===== src/rtl/hs_npu_mac_pe.sv =====
// Systolic MAC processing element for the hs_npu array: valid-qualified datapath,
// double-buffered weights chained south, optional saturating accumulate with sticky flag.
module hs_npu_mac_pe #(
  parameter int unsigned A_W    = 16,
  parameter int unsigned W_W    = 16,
  parameter int unsigned ACC_W  = 32,
  parameter bit          SAT_EN = 1'b1
) (
  input  logic                    clk,
  input  logic                    rst_n,
  input  logic                    a_valid_in,
  input  logic signed [A_W-1:0]   a_in,
  input  logic signed [ACC_W-1:0] sum_in,
  input  logic                    w_load_in,
  input  logic signed [W_W-1:0]   w_in,
  input  logic                    w_commit_in,
  input  logic                    sat_clr_in,
  output logic                    a_valid_out,
  output logic signed [A_W-1:0]   a_out,
  output logic                    w_load_out,
  output logic signed [W_W-1:0]   w_out,
  output logic                    w_commit_out,
  output logic                    result_valid,
  output logic signed [ACC_W-1:0] result,
  output logic                    sat_flag
);

  localparam int unsigned P_W = A_W + W_W;
  localparam int unsigned S_W = ACC_W + 1;

  localparam logic signed [ACC_W-1:0] ACC_MAX = {1'b0, {(ACC_W-1){1'b1}}};
  localparam logic signed [ACC_W-1:0] ACC_MIN = {1'b1, {(ACC_W-1){1'b0}}};

  if (ACC_W < P_W) begin : g_width_check
    $error("hs_npu_mac_pe: ACC_W must be >= A_W + W_W");
  end

  logic signed [W_W-1:0]   w_shadow;
  logic signed [W_W-1:0]   w_active;
  logic signed [P_W-1:0]   a_ext;
  logic signed [P_W-1:0]   w_ext;
  logic signed [P_W-1:0]   product;
  logic signed [S_W-1:0]   prod_ext;
  logic signed [S_W-1:0]   sum_ext;
  logic signed [S_W-1:0]   sum_exact;
  logic                    overflow;
  logic signed [ACC_W-1:0] sum_reduced;

  assign w_out = w_shadow;

  // One guard bit above ACC_W makes the exact sum representable; overflow is a
  // disagreement between the guard bit and the ACC_W sign bit.
  always_comb begin
    a_ext       = P_W'(a_in);
    w_ext       = P_W'(w_active);
    product     = a_ext * w_ext;
    prod_ext    = S_W'(product);
    sum_ext     = S_W'(sum_in);
    sum_exact   = prod_ext + sum_ext;
    overflow    = sum_exact[S_W-1] ^ sum_exact[ACC_W-1];
    sum_reduced = sum_exact[ACC_W-1:0];
    if (SAT_EN && overflow) begin
      sum_reduced = sum_exact[S_W-1] ? ACC_MIN : ACC_MAX;
    end
  end

  always_ff @(posedge clk or negedge rst_n) begin
    if (!rst_n) begin
      a_out       <= '0;
      a_valid_out <= 1'b0;
    end else begin
      a_out       <= a_in;
      a_valid_out <= a_valid_in;
    end
  end

  // Commit reads the shadow before this edge, so a same-edge load is not seen by active.
  always_ff @(posedge clk or negedge rst_n) begin
    if (!rst_n) begin
      w_shadow     <= '0;
      w_active     <= '0;
      w_load_out   <= 1'b0;
      w_commit_out <= 1'b0;
    end else begin
      w_load_out   <= w_load_in;
      w_commit_out <= w_commit_in;
      if (w_load_in) begin
        w_shadow <= w_in;
      end
      if (w_commit_in) begin
        w_active <= w_shadow;
      end
    end
  end

  always_ff @(posedge clk or negedge rst_n) begin
    if (!rst_n) begin
      result       <= '0;
      result_valid <= 1'b0;
    end else begin
      result_valid <= a_valid_in;
      if (a_valid_in) begin
        result <= sum_reduced;
      end
    end
  end

  always_ff @(posedge clk or negedge rst_n) begin
    if (!rst_n) begin
      sat_flag <= 1'b0;
    end else if (a_valid_in && overflow) begin
      sat_flag <= 1'b1;
    end else if (sat_clr_in) begin
      sat_flag <= 1'b0;
    end
  end

endmodule


===== config.mk =====
export PLATFORM = sky130hd
export DESIGN_NAME = hs_npu_mac_pe
export DESIGN_NICKNAME = d
export VERILOG_FILES = /design/src/rtl/hs_npu_mac_pe.sv
export SDC_FILE = /design/constraint.sdc
export NUM_CORES = 1
export LEC_CHECK = 0
export BUFFER_PORTS_ARGS = -buffer_cell sky130_fd_sc_hd__buf_2
export CAP_MARGIN = 20
export CORE_MARGIN = 2
export CORE_UTILIZATION = 63
export DETAILED_ROUTE_END_ITERATION = 6
export GPL_ROUTABILITY_DRIVEN = 0
export HOLD_SLACK_MARGIN = 0.03
export PLACE_DENSITY_LB_ADDON = 0.25
export SYNTH_ARGS = -nofsm -noshare
export SYNTH_HDL_FRONTEND = slang
export SYNTH_SLANG_ARGS = --single-unit

===== constraint.sdc =====
create_clock -name clk -period 13.8 [get_ports clk]
set_clock_uncertainty 0.05 [all_clocks]
set_input_delay 1.38 -clock clk [delete_from_list [all_inputs] [get_ports clk]]
set_output_delay 1.38 -clock clk [all_outputs]
set_load 0.02 [all_outputs]

==> results.cfg <==
[run_status]
status = finished clean

[drt]
first_pass_iters = 5
vias = 10421
wl_per_cell_um = 17.4
drtAntennaViolNets = 0
wirelength_um = 32700
vias_per_cell = 5.53
drt-initial-drc-count = 645
drc = 0

[yosys]
yosysSeqAreaShare_pct = 14.6
synth_flop_cell = dfrtp_1
synth_fa_ha_area_share_pct = 50.2
yosys.cell_count.top_type = inv_1
ys_top_cells_by_area = fa_1 41%, dfrtp_1 15%, inv_1 10%, ha_1 8.8%, and2_1 5.2%
synth_top_family_by_area = adder cells
yosysTopAreaCell = fa_1
synth_compound_area_share_pct = 6.88
synth_top_area_share_pct = 41.5
synth.distinct_cells = 56
synth-xor-area-share_pct = 1.82
synth_edf_count = 0
synth_seq_cells = 84
synth_area_um2 = 14400
synth_simple_gate_area_share_pct = 12.2
avgSynthCellArea_um2 = 9.66
async_flop_share_pct = 100
synthCells = 1494
synth.net_count = 1964
synth.cells.most_frequent = 387 x inv_1, 299 x fa_1, 151 x nand2_1
yosys_warnings = 0
synthMuxAreaShare_pct = 2.64

[floorplanning]
die_h_um = 155
dieArea_um2 = 24100
fp-row-count = 55
io_pins = 139
coreArea_um2 = 22600
die_x_um = 155
start_util_pct = 63.9

[global_routing]
grt_pass1_vias = 11552
grt_max_degree = 85
grt_pass1_wl_um = 56100
globalRouteTotalUtil_pct = 29.8
grt-ovfl-total = 0
antenna_found_initial = 0

[timing]
fmax_ghz = 0.125
finalCritPeriodShare_pct = 57.8
worstMarginPinSlew_ps = 886
hold_violations = 0
tns_ps = 0
finalSetupViolCount = 0
rsz0062_at_grt = false
drv_slew = 0
relSlewSlack_pct = 40.8
fin_crit_ps = 7980

[clock_tree]
cts_setup_buffers = 0
htree_levels = 3
cts_hold_buf = 0
clock_latency_ps = 360
numCtsBuffers = 9
clockBufferDepth = 2
cts_tree = built
cts_resized = 0
cts.clk_slew.worst_paths_ps = 70
cts.sinks = 84
cts-root-buf = clkbuf_16

[placed_design]
hpwlAfterDp_um = 26000
io_buffer_count = 138

[run]
drv_cap = 0

[hold_path]
hold_class = flip-flop to flip-flop
min_path_cells = 2

[cells_and_area]
area_delta_synth_final_pct = 8.17
antenna_cells = 0
finalNetCount = 2064
ff_latch_area_um2 = 2100
layout-drive-gt1-share_pct = 13.1
multiInputGateArea_um2 = 10600
fill_cells = 1741

[critical_path]
cp_max_fo = 29
start_kind = input pin
worst_setup_path_end_kind = flip-flop
crit_type = input pin to flip-flop
worst-r2r-cell-count = 22
required_ps = 13950
arrival_ps = 8130
-- through the flow --
step	cell area, µm²	std cells	setup WS, ps	hold slack, ps	utilization (%)
detailed placement	15300	1867	5510	461	67.7
global route	15600	1884	5400	491	69.2
CTS	15600	1883	5870	478	69.0
global placement	15300	1867	5720	440	67.7
floorplan	14400	1494	6160	513	-
finish	15600	1884	5820	474	69.2
-- final timing paths --
path	startpoint	to	slack, ps
worst max-delay path	a_in[15]	result[8]	5820
worst min-delay path	result[7]	result[7]	470
worst max register to register	w_active[1]	result[8]	6250
worst min register to register	result[7]	result[7]	470
max in group asynchronous	rst_n	result[9]	12270
min in group asynchronous	rst_n	a_out[11]	820
-- logic make-up after synthesis --
kind of cell	Yosys count
fa+ha+maj	400
compound gates	144
buf+inv	441
xor+xnor	30
flops	84
simple gates	361
mux	34
-- worst max-delay path, stage by stage --
cell	delay [ps]
buf_2	190
nand2_1	200
inv_1	100
fa_1	720
inv_1	110
fa_1	530
inv_1	360
fa_1	520
fa_1	500
fa_1	500
inv_1	50
fa_1	470
inv_1	40
ha_1	450
nand4_1	210
nor4_1	430
o211ai_1	180
nand2_1	190
or4b_4	170
nand3_2	140
o21ai_2	160
buf_4	340
o22ai_1	150
-- sequential cells by signal (all words and copies together), names as in the netlist --
signal and flops:
result 32, a_out 16, w_active 16, w_out 16
result_valid 1, sat_flag 1, w_commit_out 1, w_load_out 1
-- cells in the final DEF, fill, tap and decap left out, types with 4 or more instances in the layout --
master / n
ha_1: 101
nand2b_1: 11
xor2_1: 5
o21ai_0: 24
buf_4: 5
nor2_1: 51
a211oi_1: 6
inv_1: 387
o22ai_2: 9
fa_1: 299
a21oi_1: 35
buf_2: 137
and2_1: 119
a21o_1: 8
o22ai_1: 23
mux2_2: 33
nand3_1: 8
o211ai_1: 5
dfrtp_1: 84
nor3_1: 4
nand2_1: 151
xnor2_1: 25
o21a_1: 6
clkbuf_16: 9
-- metal layers --
| metal | vias up | GRT usage (%) | share of wire [%] |
|---|---|---|---|
| met4 | 0 | 12.1 | 3.8 |
| met2 | 370 | 52.0 | 51 |
| met1 | 5302 | 37.6 | 39 |
| li1 | 4656 | - | - |
| met5 | - | 0 | 0 |
| met3 | 93 | 4.18 | 6.4 |
-- final cells by class --
type | instances | share of cell area [%]
repair buffers | 143 | 4.81
flip-flops and latches | 84 | 13.5
inverters | 387 | 9.31
clock inverters | 7 | 0.505
multi-input cells | 969 | 68.2
clock buffers | 9 | 1.44
well taps | 285 | 2.28
Power is left out: the tool's default activity adds up to more than one toggle a clock period on the data nets, which glitch-free logic cannot reach.
